File: src/rtl/apb_fll_cfg.sv
// apb_fll_cfg
//
// APB slave that bridges the peripheral bus to the FLL configuration port of
// the clock/reset generator. An access to one of the four FLL registers becomes
// a four-phase req/ack handshake on the fll_* port. A local STATUS register
// reports a synchronised lock flag and a sticky handshake-timeout flag.
//
// Address map (PADDR[4:2]):
//   0..3  FLL register, index PADDR[3:2]
//   4     STATUS: bit0 lock (RO), bit1 timeout flag (write 1 to clear)
//   5..7  unmapped: completes at once with PSLVERR=1, PRDATA=0
//
// Ports:
//   clk_i           system clock, also the FLL reference clock
//   rst_i           synchronous active-high reset
//   PADDR..PENABLE  APB request (address, write data, direction, select, enable)
//   PRDATA          APB read data
//   PREADY          APB ready, low while an FLL handshake is in progress
//   PSLVERR         APB error (handshake timeout or unmapped address)
//   fll_req_o       FLL request, registered
//   fll_wrn_o       FLL direction, 1 = read, 0 = write, registered
//   fll_add_o       FLL register index, registered
//   fll_data_o      FLL write data, registered
//   fll_ack_i       FLL acknowledge, synchronous to clk_i
//   fll_r_data_i    FLL read data, valid while fll_ack_i is high
//   fll_lock_i      FLL lock, asynchronous
module apb_fll_cfg #(
  parameter int unsigned APB_ADDR_WIDTH = 12,
  parameter int unsigned TIMEOUT_CYCLES = 1024
) (
  input  logic                      clk_i,
  input  logic                      rst_i,
  input  logic [APB_ADDR_WIDTH-1:0] PADDR,
  input  logic [31:0]               PWDATA,
  input  logic                      PWRITE,
  input  logic                      PSEL,
  input  logic                      PENABLE,
  output logic [31:0]               PRDATA,
  output logic                      PREADY,
  output logic                      PSLVERR,
  output logic                      fll_req_o,
  output logic                      fll_wrn_o,
  output logic [1:0]                fll_add_o,
  output logic [31:0]               fll_data_o,
  input  logic                      fll_ack_i,
  input  logic [31:0]               fll_r_data_i,
  input  logic                      fll_lock_i
);

  // Last counter value allowed in a wait state; reaching it aborts the access.
  localparam logic [15:0] TimeoutLast = 16'(TIMEOUT_CYCLES - 1);

  typedef enum logic [1:0] {
    StIdle,
    StReq,
    StRelease,
    StDone
  } state_e;

  state_e      state_q;
  logic [15:0] counter_q;
  logic [31:0] rdata_q;
  logic        err_q;
  logic        timeout_sticky_q;
  logic        lock_meta_q;
  logic        lock_sync_q;

  logic [2:0]  reg_sel;
  logic        idle_access;
  logic        fll_access;
  logic        status_access;
  logic        unmapped_access;
  logic        status_clear;
  logic        wait_expired;
  logic        unused_paddr;

  // Only PADDR[4:2] is decoded.
  assign reg_sel      = PADDR[4:2];
  assign unused_paddr = ^{PADDR[APB_ADDR_WIDTH-1:5], PADDR[1:0]};

  // Accesses are only decoded in IDLE; elsewhere the master is holding a
  // pending FLL access stable and must not be re-decoded.
  assign idle_access     = PSEL & PENABLE & (state_q == StIdle);
  assign fll_access      = idle_access & ~reg_sel[2];
  assign status_access   = idle_access & (reg_sel == 3'd4);
  assign unmapped_access = idle_access & reg_sel[2] & (reg_sel[1:0] != 2'd0);
  assign status_clear    = status_access & PWRITE & PWDATA[1];
  assign wait_expired    = (counter_q == TimeoutLast);

  // Two-flop synchroniser for the asynchronous lock input.
  always_ff @(posedge clk_i) begin
    if (rst_i) begin
      lock_meta_q <= 1'b0;
      lock_sync_q <= 1'b0;
    end else begin
      lock_meta_q <= fll_lock_i;
      lock_sync_q <= lock_meta_q;
    end
  end

  // Handshake FSM with its registered FLL outputs and status flags.
  always_ff @(posedge clk_i) begin
    if (rst_i) begin
      state_q          <= StIdle;
      counter_q        <= '0;
      rdata_q          <= '0;
      err_q            <= 1'b0;
      timeout_sticky_q <= 1'b0;
      fll_req_o        <= 1'b0;
      fll_wrn_o        <= 1'b0;
      fll_add_o        <= '0;
      fll_data_o       <= '0;
    end else begin
      if (status_clear) begin
        timeout_sticky_q <= 1'b0;
      end
      unique case (state_q)
        StIdle: begin
          if (fll_access) begin
            fll_wrn_o  <= ~PWRITE;
            fll_add_o  <= PADDR[3:2];
            fll_data_o <= PWDATA;
            fll_req_o  <= 1'b1;
            err_q      <= 1'b0;
            counter_q  <= '0;
            state_q    <= StReq;
          end
        end
        StReq: begin
          // A completed handshake takes priority over an expiring counter.
          if (fll_ack_i) begin
            if (fll_wrn_o) begin
              rdata_q <= fll_r_data_i;
            end
            fll_req_o <= 1'b0;
            counter_q <= '0;
            state_q   <= StRelease;
          end else if (wait_expired) begin
            // Assigned after the clear above so a coincident set wins.
            fll_req_o        <= 1'b0;
            rdata_q          <= '0;
            err_q            <= 1'b1;
            timeout_sticky_q <= 1'b1;
            state_q          <= StDone;
          end else begin
            counter_q <= counter_q + 16'd1;
          end
        end
        StRelease: begin
          if (!fll_ack_i) begin
            state_q <= StDone;
          end else if (wait_expired) begin
            fll_req_o        <= 1'b0;
            rdata_q          <= '0;
            err_q            <= 1'b1;
            timeout_sticky_q <= 1'b1;
            state_q          <= StDone;
          end else begin
            counter_q <= counter_q + 16'd1;
          end
        end
        StDone: begin
          state_q <= StIdle;
        end
        default: begin
          state_q <= StIdle;
        end
      endcase
    end
  end

  // APB response. FLL accesses complete from DONE; local accesses complete in
  // the IDLE access cycle. Everything is held low while reset is asserted.
  always_comb begin
    PREADY  = 1'b0;
    PSLVERR = 1'b0;
    PRDATA  = '0;
    if (!rst_i) begin
      if (state_q == StDone) begin
        PREADY  = 1'b1;
        PSLVERR = err_q;
        if (fll_wrn_o) begin
          PRDATA = rdata_q;
        end
      end else if (status_access) begin
        PREADY = 1'b1;
        if (!PWRITE) begin
          PRDATA = {30'd0, timeout_sticky_q, lock_sync_q};
        end
      end else if (unmapped_access) begin
        PREADY  = 1'b1;
        PSLVERR = 1'b1;
      end
    end
  end

endmodule

File: config.mk
export PLATFORM = sky130hd
export DESIGN_NAME = apb_fll_cfg
export DESIGN_NICKNAME = d
export VERILOG_FILES = /design/src/rtl/apb_fll_cfg.sv
export SDC_FILE = /design/constraint.sdc
export NUM_CORES = 1
export LEC_CHECK = 0
export CAP_MARGIN = 40
export CORE_MARGIN = 1
export CORE_UTILIZATION = 44
export CTS_CLUSTER_DIAMETER = 150
export DETAILED_ROUTE_END_ITERATION = 8
export PLACE_DENSITY = 0.81
export SLEW_MARGIN = 20
export SYNTH_ARGS = -nofsm -noshare
export SYNTH_HDL_FRONTEND = slang
export SYNTH_SLANG_ARGS = --single-unit
File: constraint.sdc
create_clock -name clk_i -period 3.3 [get_ports clk_i]
set_clock_uncertainty 0.2 [all_clocks]
set_input_delay 0.66 -clock clk_i [delete_from_list [all_inputs] [get_ports clk_i]]
set_output_delay 0.66 -clock clk_i [all_outputs]
set_load 0.005 [all_outputs]
==> results of run 1 <==
==> kinds of logic (layout without fill, tap and decap cells) <==
logic type / after synthesis / in the layout / synth area share (%)
flops: 90 / 90 / 45.8
compound gates: 127 / 127 / 23.4
mux: 2 / 2 / 0.541
fa+ha+maj: 7 / 7 / 2.23
simple gates: 169 / 169 / 22.8
buf+inv: 40 / 180 / 5.22
==> layer usage <==
metal,wire length [microns],vias up
li1,-,1831
met4,180,0
met2,4700,154
met5,0,-
met1,4370,1732
met3,995,19
==> worst max-delay path, cell delays in order <==
cell,delay [ps]
sky130_fd_sc_hd__clkdlybuf4s50_1,500
sky130_fd_sc_hd__nand4_1,140
sky130_fd_sc_hd__buf_4,160
sky130_fd_sc_hd__nor3_1,160
sky130_fd_sc_hd__a21oi_1,60
sky130_fd_sc_hd__nor2_1,80
sky130_fd_sc_hd__clkdlybuf4s50_1,530
==> through the flow <==
stage	hold slack (ps)	util (%)	setup TNS [ps]	worst slack (ps)	cells
after global routing	261	65.7	0	82.4	683
after floorplan	214	-	0	836	435
final	249	65.7	0	148	683
after global placement	218	62.8	-264	-133	666
after detailed placement	230	62.8	-287	-147	666
after CTS	253	65.5	0	1.72	683
==> registers in the layout, indices dropped and copies added (netlist names) <==
signal and flops:
lock_sync_q 1, state_q 2, fll_add_o 2, counter_q 16
fll_req_o 1, fll_wrn_o 1, timeout_sticky_q 1, rdata_q 32
lock_meta_q 1, fll_data_o 32, err_q 1
==> worst min path at each step <==
stage                      from     endpoint  slack, ps  cells past startpoint
global route        lock_meta_q  lock_sync_q        260                      1
finish              lock_meta_q  lock_sync_q        250                      1
CTS                 lock_meta_q  lock_sync_q        250                      1
global placement    lock_meta_q  lock_sync_q        220                      1
detailed placement  lock_meta_q  lock_sync_q        230                      1
floorplan           lock_meta_q  lock_sync_q        210                      1
==> placed cells by master (no fill, tap or decap), drive strengths merged, types with 2 or more instances in the layout <==
master / n
a2111oi: 4
a211o: 2
a211oi: 5
a21oi: 50
a221oi: 2
a22o: 34
a31o: 2
a31oi: 2
and2: 31
and3: 2
buf: 14
clkbuf: 11
clkdlybuf4s50: 138
clkinvlp: 3
dfxtp: 90
dlymetal6s2s: 3
ha: 7
inv: 9
nand2: 75
nand2b: 2
nand3: 7
nand3b: 3
nand4: 4
nand4b: 3
nor2: 10
nor2b: 5
nor3: 3
nor4: 6
o211ai: 2
o21ai: 6
o21ba: 2
o31a: 2
o31ai: 8
o41ai: 3
or2: 3
or3: 3
or4: 9
==> power breakdown <==
part | internal [uW] | switching, uW | leakage (uW) | total [uW]
clock | 394 | 402 | 0.0000982 | 795
sequential | 1140 | 31.6 | 0.000728 | 1170
combinational | 256 | 279 | 0.00118 | 535
total | 1790 | 712 | 0.00201 | 2500
==> cell type report <==
type | instances | area share [%]
clock buffer | 11 | 2.66
clock inverter | 5 | 1.08
inverter | 8 | 0.527
multi-input combinational | 305 | 34.7
sequential | 90 | 31.6
tap | 108 | 2.37
timing repair buffer | 156 | 27.1
==> repair_timing <==
item | in CTS | in global routing
resized for setup | 3 | 4
buffers inserted | 1 | 0
hold buffers | 0 | 0
setup endpoints to repair | 2 | 2
pin swaps | 1 | 1
==> results by group, run 1 <==
Clocking
  – Max clock buf depth: 2
  – Clock transition at the register clock pins on the worst setup and hold paths after CTS: 90 ps
  – Clock sinks: 90
  – Root buffer cell: sky130_fd_sc_hd__clkbuf_8
  – # H-tree levels: 3
  – Clk Latency, worst-skew pair: 360 ps
  – Total CTS buffers: 9
  – TritonCTS clock tree: built

Synthesis
  – Avg Synthesized Cell Area: 9.04 sq um
  – Synthesized netlist net count: 525
  – Largest area contributor in the netlist: sky130_fd_sc_hd__dfxtp_1
  – Top-area cell type share of the netlist area: 45.8%
  – Synthesized netlist cell count: 435
  – Register area share after synthesis: 45.8%
  – Synth area leaders: sky130_fd_sc_hd__dfxtp_1 46%, sky130_fd_sc_hd__a22o_1 7.6%, sky130_fd_sc_hd__nand2_1 7.2%
  – Yosys Warn Count: 0
  – Cell area after synthesis: 3930 sq um
  – FFs w/ async S/R, synth: 0%
  – Post-synth cell types: 52
  – Number of flops mapped to enable cells by yosys: 0
  – Most numerous cell types in the synthesized netlist: 90 x sky130_fd_sc_hd__dfxtp_1, 75 x sky130_fd_sc_hd__nand2_1, 50 x sky130_fd_sc_hd__a21oi_1
  – Top FF cell, synth: sky130_fd_sc_hd__dfxtp_1
  – Flops & latches, synth: 90
  – Cell with the most instances after synthesis: sky130_fd_sc_hd__dfxtp_1

Critical path
  – Data required, critical path: 2440 ps
  – Kind of capture point of the worst setup path: primary output
  – Critical path class: in -> out
  – Capturing point of the worst reg2reg path: counter_q[11]
  – Max FO, Critical Path: 3
  – Worst setup path start: PENABLE
  – Reg2reg setup slack: 650 ps
  – Worst reg2reg path depth: 7
  – Startpoint type of the worst setup path: input port
  – Launch instance of the worst register-to-register path: state_q[0]
  – Worst setup path end: PSLVERR
  – Arrival time reported for the critical path endpoint: 2290 ps

Placed design
  – Port Buffers: 143
  – RD Place Congestion: 0.833
  – Placed Area: 5450 sq um
  – DP Wirelength: 7120 microns

Detailed routing
  – Iteration count of the initial detailed-routing pass: 5
  – DR WL/cell: 15.0 microns
  – DRC violation total after the first TritonRoute iteration: 125
  – Number of DRC violations after detailed routing: 0
  – Via count: 3736
  – Post-DR vias/cell: 5.47
  – Number of antenna-violating nets in the routed design: 0
  – WL final: 10200 microns

Power
  – Cell Pwr Density: 438 nW/um^2
  – VDD IR-drop max: 0.306 mV
  – Tot Pwr: 2500 uW
  – Leak Pwr: 0.00201 uW

Cells and area
  – Area added between synthesis and finish: 44.9%
  – Total inserted antenna cells: 0
  – Cell area after layout: 5700 sq um
  – Fraction of layout instances using a drive strength above 1: 8.70%
  – Count of filler cells inserted in the layout: 713
  – Count of nets after finishing: 660
  – Multi-input gate area: 1980 sq um
  – Area occupied by registers: 1800 sq um

STA
  – Number of pins exceeding their max-slew limit in the final report: 0
  – Share of the clock period used by the worst path: 95.5%
  – Transition time at the pin with the least slew margin: 676 ps
  – Max transition margin: 53.8%
  – RSZ-0062 raised after global routing: no
  – Fin crit period: 3150 ps
  – Maximum frequency from static timing analysis: 0.317 GHz
  – Setup violations, final: 0
  – Final number of hold-violating endpoints: 0

Global route
  – GRT Resource Usage Total: 21.3%
  – Pin count of the biggest net entering global routing: 48
  – Met2 track demand over resource in global routing: 35.3%
  – Number of global-route vias before repair: 3368
  – Antenna violations before repair: 0
  – Global routing met1 resource utilization: 25.3%
  – Global routing usage on met3: 8.45%
  – Remaining Overflow, GRT: 0
  – First-pass GRT wire length: 15400 microns
  – Routing layer with the top usage in global route: met2

Run
  – Max-cap violations: 0

Run status
  – Run status: completed

Min path
  – Hold Crit Class: reg -> reg

Floorplan
  – Boundary Pins: 153
  – Initial Utilization: 45.3%
  – Die width: 96.6 microns
  – Placeable core region: 8680 sq um
  – Die height: 96.6 microns
  – Die area: 9320 sq um
  – Standard-cell row count: 34
No activity file was read; power rests on OpenSTA's default activity.
==> inputs of run 2 (changes only) <==
--- a/config.mk
+++ b/config.mk
@@ -10,6 +10,7 @@
 export CORE_UTILIZATION = 44
 export CTS_CLUSTER_DIAMETER = 150
 export DETAILED_ROUTE_END_ITERATION = 8
+export GPL_TIMING_DRIVEN = 0
 export PLACE_DENSITY = 0.81
 export SLEW_MARGIN = 20
 export SYNTH_ARGS = -nofsm -noshare
==> run 2 against run 1 <==
Flip-flop and latch count unchanged. Combinational power up 3%. Largest cell class unchanged. Sequential share of layout area down 0.52 points. Largest power group unchanged. Clock-buffer cell count down 2. Die area unchanged. Register-to-register slack worse by 300 ps. Highest routed layer unchanged. Final area up 1.8%.
==> results by group, run 2 (synthesis results as in run 1) <==
Placed design
  – Port Buffers: 143 (unchanged)
  – DP Wirelength: 8190 microns (+15%)
  – Place WS: -219 ps (-72.4 ps)
  – RD Place Congestion: 0.811 (-2.7%)

Critical path
  – Worst setup path start: state_q[0]
  – Startpoint type of the worst setup path: register
  – Kind of capture point of the worst setup path: primary output
  – Capturing point of the worst reg2reg path: counter_q[9]
  – Reg2reg setup slack: 350 ps (-300 ps)
  – Worst setup path end: PRDATA[4]
  – Max FO, Critical Path: 10 (+7)
  – Data required, critical path: 2440 ps (about the same)
  – Critical path class: reg -> out
  – Arrival time reported for the critical path endpoint: 2300 ps (about the same)
  – Launch instance of the worst register-to-register path: state_q[0]
  – Worst reg2reg path depth: 9 (+2)

STA
  – Max transition margin: 55.7% (+1.9 points)
  – Share of the clock period used by the worst path: 95.7% (+0.22 points)
  – RSZ-0062 raised after global routing: no
  – Fin crit period: 3160 ps (+7.39 ps)
  – Number of pins exceeding their max-slew limit in the final report: 0 (unchanged)
  – Final number of hold-violating endpoints: 0 (unchanged)
  – Setup TNS Final: 0 ps (unchanged)
  – Transition time at the pin with the least slew margin: 648 ps (-28.2 ps)
  – Maximum frequency from static timing analysis: 0.317 GHz (-0.23%)
  – Setup violations, final: 0 (unchanged)
  – Worst-case setup margin in the final layout: 141 ps (-7.40 ps)

Cells and area
  – Leading cell types in the layout, fill and taps excluded: 139 x sky130_fd_sc_hd__clkdlybuf4s50_1, 89 x sky130_fd_sc_hd__dfxtp_1, 75 x sky130_fd_sc_hd__nand2_1
  – Most frequent standard cell in the layout excluding fill and tap cells: sky130_fd_sc_hd__clkdlybuf4s50_1
  – Count of nets after finishing: 678 (+2.7%)
  – Top flop regs: fll_data_o x32, rdata_q x32, counter_q x16
  – Core occupancy in the finished layout: 66.8% (+1.2 points)
  – Total inserted antenna cells: 0 (unchanged)
  – Count of filler cells inserted in the layout: 704 (-1.3%)
  – Area occupied by registers: 1800 sq um (about the same)
  – Area added between synthesis and finish: 47.5%
  – Fraction of layout instances using a drive strength above 1: 8.61% (-0.081 points)
  – Multi-input gate area: 1960 sq um (-0.76%)

Global route
  – Antenna violations before repair: 0 (unchanged)
  – Number of global-route vias before repair: 3558 (+5.6%)
  – First-pass GRT wire length: 16700 microns (+7.9%)
  – GRT Resource Usage Total: 23.1% (+1.7 points)
  – Pin count of the biggest net entering global routing: 16 (-67%)
  – Remaining Overflow, GRT: 0 (unchanged)

Run status
  – Run status: completed

Floorplan
  – Die area: 9320 sq um (unchanged)
  – Boundary Pins: 153 (unchanged)
  – Die width: 96.6 microns (unchanged)
  – Standard-cell row count: 34 (unchanged)
  – Initial Utilization: 45.3% (unchanged)
  – Die height: 96.6 microns (unchanged)
  – Placeable core region: 8680 sq um (unchanged)

Clocking
  – Clock transition at the register clock pins on the worst setup and hold paths after CTS: 90 ps (about the same)
  – TritonCTS clock tree: built
  – Root buffer cell: sky130_fd_sc_hd__clkbuf_8
  – Clock sinks: 90 (unchanged)
  – Hold bufs inserted after CTS: 0 (unchanged)
  – # H-tree levels: 3 (unchanged)
  – Clk Latency, worst-skew pair: 360 ps (about the same)
  – Max clock buf depth: 2 (unchanged)
  – Total CTS buffers: 9 (unchanged)

Power
  – VDD IR-drop max: 0.296 mV (-3.2%)
  – Tot Pwr: 2610 uW (+4.7%)
  – Cell Pwr Density: 451 nW/um^2 (+2.9%)
  – Leak Pwr: 0.00205 uW (+2.2%)

Detailed routing
  – WL final: 10800 microns (+5.7%)
  – Iteration count of the initial detailed-routing pass: 4 (-1)
  – Post-DR vias/cell: 5.43 (-0.65%)
  – DR WL/cell: 15.5 microns (+3.1%)
  – Number of DRC violations after detailed routing: 0 (unchanged)
  – Number of antenna-violating nets in the routed design: 0 (unchanged)
  – DRC violation total after the first TritonRoute iteration: 142 (+14%)
  – Via count: 3804 (+1.8%)

Min path
  – Hold-critical path depth: 2 (+1)
  – Hold Crit Class: reg -> reg

Run
  – Max-cap violations: 0 (unchanged)
==> run 2: cell types whose count changed in the layout (fill, tap and decap cells not counted), sizes merged <==
cell / delta
clkinvlp: -2
clkbuf: +20
dlygate4sd2: -1
bufinv: +2
buf: -5
clkdlybuf4s50: +1
clkinv: +1
dlymetal6s2s: +1
==> run 2: per-layer routing <==
| metal | vias up | GRT usage [%] | share of wire [%] | wire (microns) |
|---|---|---|---|---|
| li1 | 1871 | - | - | - |
| met1 | 1781 | 27.4 | 43 | 4600 |
| met2 | 134 | 39.9 | 49 | 5260 |
| met3 | 18 | 6.18 | 7.3 | 789 |
| met4 | 0 | 7.97 | 1.7 | 180 |
| met5 | - | 0 | 0 | 0 |
==> run 2: report_power, final <==
group / switching, uW / internal (uW)
clock network: 392 / 503
registers: 33.2 / 1140
logic: 282 / 269
total: 706 / 1910
==> run 2: worst max-delay path, cell delays in order (launching register included) <==
cell,delay [ps]
sky130_fd_sc_hd__dfxtp_1,400
sky130_fd_sc_hd__ha_1,230
sky130_fd_sc_hd__buf_4,200
sky130_fd_sc_hd__and3_2,260
sky130_fd_sc_hd__buf_2,200
sky130_fd_sc_hd__and2_1,160
sky130_fd_sc_hd__clkdlybuf4s50_1,500
==> run 2: what timing repair did <==
| item | CTS | global route |
|---|---|---|
| setup endpoints to repair | 34 | 33 |
| resized for setup | 15 | 12 |
| setup buffers | 0 | 0 |
| pin swaps | 1 | 3 |
==> run 2: layout make-up <==
type	count	area share [%]
multi-input cells	305	33.8
flip-flops and latches	90	31.1
repair buffers	143	24.8
plain buffers	31	3.26
well taps	108	2.33
clock buffers	9	2.14
clock inverters	6	1.98
inverters	8	0.518
==> run 2: metrics by stage <==
step,cells,hold slack [ps],cell area (sq um)
2_1_floorplan,435,214,3930
3_3_place_gp,686,219,5500
3_5_place_dp,686,247,5500
4_1_cts,700,259,5780
5_1_grt,700,283,5800
6_report,700,257,5800
==> run 2: worst min-delay path by stage <==
stage / to / start / slack, ps
detailed placement: fll_data_o[16] / fll_data_o[16] / 250
floorplan: lock_sync_q / lock_meta_q / 210
global placement: lock_sync_q / lock_meta_q / 220
global route: fll_data_o[3] / fll_data_o[3] / 280
finish: fll_data_o[16] / fll_data_o[16] / 260
CTS: fll_data_o[1] / fll_data_o[1] / 260
